### config.mk
export PLATFORM = sky130hd
export DESIGN_NAME = csr_trap_unit
export DESIGN_NICKNAME = d
export VERILOG_FILES = /design/src/rtl/csr_trap_unit.sv
export SDC_FILE = /design/constraint.sdc
export NUM_CORES = 1
export LEC_CHECK = 0
export CAP_MARGIN = 20
export CORE_ASPECT_RATIO = 0.6
export CORE_MARGIN = 4
export CORE_UTILIZATION = 53
export DETAILED_ROUTE_END_ITERATION = 10
export GPL_ROUTABILITY_DRIVEN = 0
export PLACE_DENSITY = 0.75
export SYNTH_ARGS = -nofsm -noshare
export SYNTH_HDL_FRONTEND = slang
export SYNTH_SLANG_ARGS = --single-unit
export TNS_END_PERCENT = 30
### constraint.sdc
create_clock -name clk -period 3.7 [get_ports clk]
set_clock_uncertainty 0.05 [all_clocks]
set_input_delay 0.37 -clock clk [delete_from_list [all_inputs] [get_ports clk]]
set_output_delay 0.37 -clock clk [all_outputs]
set_load 0.01 [all_outputs]
### src/rtl/csr_trap_unit.sv
// Machine-mode CSR file, mcycle/minstret counters and ecall/mret trap sequencer.
// Latency: csr_rdata/csr_illegal are combinational; the redirect is registered, one cycle after the retiring edge.
// Backpressure: busy is held for the single REDIRECT cycle, and retires offered during it are ignored.
module csr_trap_unit #(
  parameter int unsigned XLEN          = 32,
  parameter logic [63:0] MSTATUS_RESET = 64'h1800,
  parameter logic [63:0] MTVEC_RESET   = 64'h0,
  parameter int unsigned ECALL_CAUSE   = 11
) (
  input  logic            clk,
  input  logic            rst_n,
  input  logic            retire,
  input  logic [XLEN-1:0] pc,
  input  logic            csr_en,
  input  logic [1:0]      csr_op,
  input  logic [11:0]     csr_addr,
  input  logic [XLEN-1:0] csr_wdata,
  output logic [XLEN-1:0] csr_rdata,
  output logic            csr_illegal,
  input  logic            ecall,
  input  logic            mret,
  output logic            redirect_valid,
  output logic [XLEN-1:0] redirect_pc,
  output logic            busy
);

  localparam bit IS32 = (XLEN == 32);

  localparam logic [11:0] A_MSTATUS   = 12'h300;
  localparam logic [11:0] A_MTVEC     = 12'h305;
  localparam logic [11:0] A_MSCRATCH  = 12'h340;
  localparam logic [11:0] A_MEPC      = 12'h341;
  localparam logic [11:0] A_MCAUSE    = 12'h342;
  localparam logic [11:0] A_MCYCLE    = 12'hB00;
  localparam logic [11:0] A_MINSTRET  = 12'hB02;
  localparam logic [11:0] A_MCYCLEH   = 12'hB80;
  localparam logic [11:0] A_MINSTRETH = 12'hB82;

  localparam logic [1:0] OP_RW = 2'b01;
  localparam logic [1:0] OP_RS = 2'b10;
  localparam logic [1:0] OP_RC = 2'b11;

  // MPP is hardwired to M-mode on read; only MIE, MPIE and MPP bits are stored from writes.
  localparam logic [XLEN-1:0] MPP_BITS   = XLEN'(64'h1800);
  localparam logic [XLEN-1:0] MS_WMASK   = XLEN'(64'h1888);
  localparam logic [XLEN-1:0] ALIGN_MASK = ~XLEN'(64'h3);

  typedef enum logic {
    IDLE     = 1'b0,
    REDIRECT = 1'b1
  } state_t;

  state_t state_q, state_d;

  logic [XLEN-1:0] mstatus_q;
  logic [XLEN-1:0] mtvec_q;
  logic [XLEN-1:0] mscratch_q;
  logic [XLEN-1:0] mepc_q;
  logic [XLEN-1:0] mcause_q;
  logic [63:0]     mcycle_q;
  logic [63:0]     minstret_q;
  logic [XLEN-1:0] redirect_pc_q;

  logic [XLEN-1:0] rd_val;
  logic            mapped;
  logic [XLEN-1:0] wval;
  logic            op_writes;
  logic            csr_wr;
  logic            active;
  logic            ecall_take;
  logic            mret_take;
  logic            ret_wr;
  logic [63:0]     cyc_nxt;
  logic [63:0]     ret_nxt;

  // Read mux; also serves as the "old value" for set/clear writes.
  always_comb begin
    rd_val = '0;
    mapped = 1'b1;
    case (csr_addr)
      A_MSTATUS:  rd_val = mstatus_q | MPP_BITS;
      A_MTVEC:    rd_val = mtvec_q;
      A_MSCRATCH: rd_val = mscratch_q;
      A_MEPC:     rd_val = mepc_q;
      A_MCAUSE:   rd_val = mcause_q;
      A_MCYCLE:   rd_val = mcycle_q[XLEN-1:0];
      A_MINSTRET: rd_val = minstret_q[XLEN-1:0];
      A_MCYCLEH: begin
        if (IS32) rd_val = XLEN'(mcycle_q[63:32]);
        else      mapped = 1'b0;
      end
      A_MINSTRETH: begin
        if (IS32) rd_val = XLEN'(minstret_q[63:32]);
        else      mapped = 1'b0;
      end
      default: mapped = 1'b0;
    endcase
  end

  assign csr_rdata   = rd_val;
  assign csr_illegal = csr_en && !mapped;

  always_comb begin
    wval      = rd_val;
    op_writes = 1'b0;
    case (csr_op)
      OP_RW: begin
        wval      = csr_wdata;
        op_writes = 1'b1;
      end
      OP_RS: begin
        wval      = rd_val | csr_wdata;
        op_writes = (csr_wdata != '0);
      end
      OP_RC: begin
        wval      = rd_val & ~csr_wdata;
        op_writes = (csr_wdata != '0);
      end
      default: begin
        wval      = rd_val;
        op_writes = 1'b0;
      end
    endcase
  end

  // FSM next state and trap decode; ecall has priority over mret.
  always_comb begin
    state_d        = state_q;
    ecall_take     = 1'b0;
    mret_take      = 1'b0;
    busy           = 1'b0;
    redirect_valid = 1'b0;
    case (state_q)
      IDLE: begin
        if (retire && ecall) begin
          ecall_take = 1'b1;
          state_d    = REDIRECT;
        end else if (retire && mret) begin
          mret_take = 1'b1;
          state_d   = REDIRECT;
        end
      end
      REDIRECT: begin
        busy           = 1'b1;
        redirect_valid = 1'b1;
        state_d        = IDLE;
      end
      default: state_d = IDLE;
    endcase
  end

  assign active = retire && !busy;
  assign csr_wr = active && csr_en && mapped && op_writes && !ecall_take && !mret_take;
  assign ret_wr = csr_wr && ((csr_addr == A_MINSTRET) || (csr_addr == A_MINSTRETH));

  // Counter next values: increment first, then a CSR write replaces only the written half.
  always_comb begin
    cyc_nxt = mcycle_q + 64'd1;
    if (csr_wr && (csr_addr == A_MCYCLE))
      cyc_nxt[XLEN-1:0] = wval;
    if (IS32 && csr_wr && (csr_addr == A_MCYCLEH))
      cyc_nxt[63:32] = wval[31:0];

    ret_nxt = minstret_q + {63'd0, (active && !ret_wr)};
    if (csr_wr && (csr_addr == A_MINSTRET))
      ret_nxt[XLEN-1:0] = wval;
    if (IS32 && csr_wr && (csr_addr == A_MINSTRETH))
      ret_nxt[63:32] = wval[31:0];
  end

  always_ff @(posedge clk or negedge rst_n) begin
    if (!rst_n) begin
      state_q       <= IDLE;
      redirect_pc_q <= '0;
    end else begin
      state_q <= state_d;
      if (ecall_take)
        redirect_pc_q <= mtvec_q;
      else if (mret_take)
        redirect_pc_q <= mepc_q;
    end
  end

  assign redirect_pc = redirect_pc_q;

  always_ff @(posedge clk or negedge rst_n) begin
    if (!rst_n) begin
      mstatus_q  <= MSTATUS_RESET[XLEN-1:0];
      mtvec_q    <= MTVEC_RESET[XLEN-1:0];
      mscratch_q <= '0;
      mepc_q     <= '0;
      mcause_q   <= '0;
    end else if (ecall_take) begin
      mepc_q       <= pc & ALIGN_MASK;
      mcause_q     <= XLEN'(ECALL_CAUSE);
      mstatus_q[7] <= mstatus_q[3];
      mstatus_q[3] <= 1'b0;
    end else if (mret_take) begin
      mstatus_q[3] <= mstatus_q[7];
      mstatus_q[7] <= 1'b1;
    end else if (csr_wr) begin
      case (csr_addr)
        A_MSTATUS:  mstatus_q  <= (mstatus_q & ~MS_WMASK) | (wval & MS_WMASK);
        A_MTVEC:    mtvec_q    <= wval & ALIGN_MASK;
        A_MSCRATCH: mscratch_q <= wval;
        A_MEPC:     mepc_q     <= wval & ALIGN_MASK;
        A_MCAUSE:   mcause_q   <= wval;
        default:    ;
      endcase
    end
  end

  always_ff @(posedge clk or negedge rst_n) begin
    if (!rst_n) begin
      mcycle_q   <= '0;
      minstret_q <= '0;
    end else begin
      mcycle_q   <= cyc_nxt;
      minstret_q <= ret_nxt;
    end
  end

endmodule

==> summary.md <==
The flow ran to the end, but the final reports show violations. The final reports fail on negative setup slack. The total leakage power was 0.009441 uW; the clock insertion delay at the later pin of the skew report was 590 ps. The number of hold violations in the final report was 0; the number of antenna violations at the first check in global routing was 0. The endpoint required time on the critical path was 4070 ps; the share of power burned in combinational logic was 16.3%. Across every metal layer, demand over resource in global routing totals 36.98%. For this block, the initial DRC count from the detailed router was 3360. In this run the tightest slew margin relative to its limit is 37.16%.

The worst register-to-register path has a depth of 16. The sequential cell area fraction in the yosys report was 40.52%. In this run the worst path has a maximum fanout of 3. The number of violations of the max-capacitance limit came out at 0.

After detailed routing, the number of vias per cell comes to 6.832. Detailed routing inserted a total of 17961 vias. The average wire length per cell after detail routing is 26.31 um, and the maximum number of buffers from clock root to sink is 3.

Counting every instance in the synthesized netlist gives 1932. Entering global routing, the biggest net connects 103 pins. The library cell used most frequently in the layout, excluding fill and tap cells, is dfrtp_1. The run gives 27 as the TritonCTS buffer count.

For this run, the leading register cell type out of synthesis is dfrtp_1. For this run, the post-layout net count is 2246. Power comes to 7620 uW.

Counting instances, the worst hold path has a depth of 3. The slack of the critical path is -34.03 ps. The area growth from synthesis to layout is 23.31%. In the routed design, unresolved DRC markers number 0. For the pin with the worst max-slew slack, the measured transition is 942.6 ps. The layout has 2538 filler cells. Delay of the slowest cell on the worst path: 540 ps. Setup repair after global routing could not meet its margin everywhere. Setup violations remaining at the end of the flow were counted as 3.

Number of enable-type register cells in the synthesized netlist: 0. The number of H-tree branching levels was 1; the switching part of the total was 28.40%. For the area of the die, the log shows 0.03628 mm^2. In the synthesized netlist the async set-or-reset flop fraction comes to 100.0%. For this run, the number of Yosys warnings is 0.

For the number of pins with negative max-slew slack in the final report, the log shows 0. Walking the worst path, the cells encountered are clkdlybuf4s50_1, nor4_1, nand4_1, nor4_4, nand2b_4, or3_4, nor3b_2, buf_4, ha_2, ha_2, nand4_1, nor3_4, nand2_2, or4_1, xnor2_1, mux2i_1. In this run the standard cell core region covers 0.03261 mm^2.

After synthesis, the netlist uses 74 different library cells. Iteration count of the initial detailed-routing pass: 7. Final antenna-violating net count: 0. The period utilization was 100.9%. After detailed placement, the design holds a cell count of 2578. In this run the tool buffered the top-level ports with 146 buffer cells. The reported net switching power was 2164 uW.

The power density over cell area was 351.1 mW/mm^2; the synthesized area was 0.01760 mm^2. The clock net in this run drives a total of 285 sinks. The worst hold slack was 307.8 ps. The clock-pin slew on the worst setup and hold paths works out to 70 ps. The startpoint identified for the worst register-to-register timing path is state_q. The routed design could run at a clock period as short as 3734 ps. The critical path in this run is classified as in2reg. The routed wire length is 69160 um. The logs give 16769 for the via count of the first global-routing pass and 0.3814 mV for the worst ir drop on vdd. The path class of the lowest-slack min-delay path is in2reg. The first global-routing pass estimated 103700 um of wire. Pin placement for this block handled 151 I/O pins.

The synthesized design contains 285 register bits. Leaving out fill and tap cells, the most frequent cells in the layout are dfrtp_1, nand2_1, buf_4. After detailed placement, the total cell area comes to 0.02061 mm^2.

The cell with the biggest individual delay on the critical path was or4_1. With fillers left out, the area of the finished cells amounts to 0.02170 mm^2. The post-route netlist has 15.75% of its cells at a drive strength greater than 1. The clock network accounts for 38.6% of the total power. Derived from the worst setup path, the maximum achievable clock frequency is 0.2678 GHz. The effective utilization at floorplan is 53.98%, and the HPWL after detailed placement is 50910 um.

The worst hold path begins at pc[27]. The endpoint with the worst hold slack was mepc_q[27]. Average size of a mapped cell: 9.110 um^2. In this run the critical register-to-register path is captured at minstret_q[22].

The sort of element at the end of the critical path was a flop. The worst setup path is launched from a primary input. The root cell of the clock tree is clkbuf_16. At the placement stage, the worst setup path has a slack of -913.9 ps. Width of the die: 243.3 um. For this run, the number of standard cells in the final layout without fillers is 2629.

The worst-case register-to-register setup slack came out at 320 ps. Of the total power, registers draw 45.0%. The internal portion of the total power is 5456 uW.

Data on the critical path arrives at its endpoint at 4100 ps. In this run the core area contains 51 standard-cell rows. The total overflow left after global routing is 0.

TritonCTS built the clock tree. Measured along the y axis, the die boundary spans 149.2 um.
through the flow:
stage                     TNS (ps)  util (%)
after floorplan             -31.85         -
after global placement      -37330     63.22
after detailed placement    -39720     63.22
after CTS                        0     66.11
after global routing        -300.2     66.55
final                       -73.93     66.56
logic make-up after synthesis:
logic type | share of synthesized area (%)
AND/OR/NAND/NOR | 19.31
adder cells (fa/ha/maj) | 0.2133
flip-flops | 40.52
multiplexers | 11.47
other | 0.02131
XOR/XNOR | 6.220
AO/OA/AOI/OAI | 16.76
buffers and inverters | 5.488
critical path: cells and delay by family:
kind / cells / cell delay [ps]
and+or+nand+nor: 10 / 2520
buffers and inverters: 2 / 580
adders and majority gates: 2 / 370
xor gates and xnor gates: 1 / 160
muxes: 1 / 100
power groups by stage:
stage | logic, uW | registers (uW) | clock network, uW
global route | 1310 | 3450 | 3080
detailed placement | 1190 | 3480 | 0
CTS | 1200 | 3420 | 2960
global placement | 1160 | 3470 | 0
floorplan | 533 | 3460 | 0
finish | 1240 | 3430 | 2940
synthesized netlist by cell type, types with 66 or more instances:
library cell / count / area [um^2]
o22ai_1: 66 / 412.9
nand4_1: 75 / 469.2
inv_1: 80 / 300.3
nand2_1: 184 / 690.7
clkbuf_1: 95 / 356.6
nand3_1: 115 / 575.6
a21oi_1: 94 / 470.5
o21ai_0: 77 / 385.4
dfrtp_1: 285 / 7132
mux2i_1: 160 / 1602
xnor2_1: 95 / 832.1
nor2_1: 99 / 371.6
worst max-delay path by stage:
stage,startpoint,endpoint,cells after the start
2_1_floorplan,csr_wdata[13],minstret_q[36],14
3_3_place_gp,csr_wdata[4],minstret_q[30],17
3_5_place_dp,csr_wdata[4],minstret_q[30],17
4_1_cts,csr_addr[10],minstret_q[22],17
5_1_grt,csr_wdata[13],minstret_q[32],18
6_report,csr_wdata[20],minstret_q[36],16
per-layer routing:
metal  up-vias  routed length (um)  GRT usage, %
met5         -                   0             0
met4         0                2953         11.39
met3       218               11970         17.06
met2      1448               27380         50.56
met1      8729               26860         52.19
li1       7566                   -             -
sequential cells by signal (all words and copies together) (netlist names):
signal / count
mstatus_q: 2
mcause_q: 32
mcycle_q: 64
mepc_q: 30
state_q: 1
minstret_q: 64
mscratch_q: 32
redirect_pc: 30
mtvec_q: 30
final cells by class:
| cell class | count | area (um^2) | share of cell area (%) |
|---|---|---|---|
| Clock inverter | 14 | 161.4 | 0.7437 |
| Antenna cell | 1 | 2.502 | 0.01153 |
| Multi-Input combinational cell | 1424 | 9723 | 44.80 |
| Sequential cell | 285 | 7132 | 32.86 |
| Tap cell | 450 | 563.0 | 2.594 |
| Clock buffer | 34 | 752.0 | 3.465 |
| Inverter | 81 | 304.0 | 1.401 |
| Timing Repair Buffer | 340 | 3065 | 14.12 |
what timing repair did:
item,in CTS,in global routing
pin swaps,2,9
hold buffers,1,0
cloned,0,0
gates resized for setup,3,28
endpoints found under the setup margin,53,27
hold endpoints to repair,95,0
buffers inserted,0,1
No activity file was read; power rests on OpenSTA's default activity.
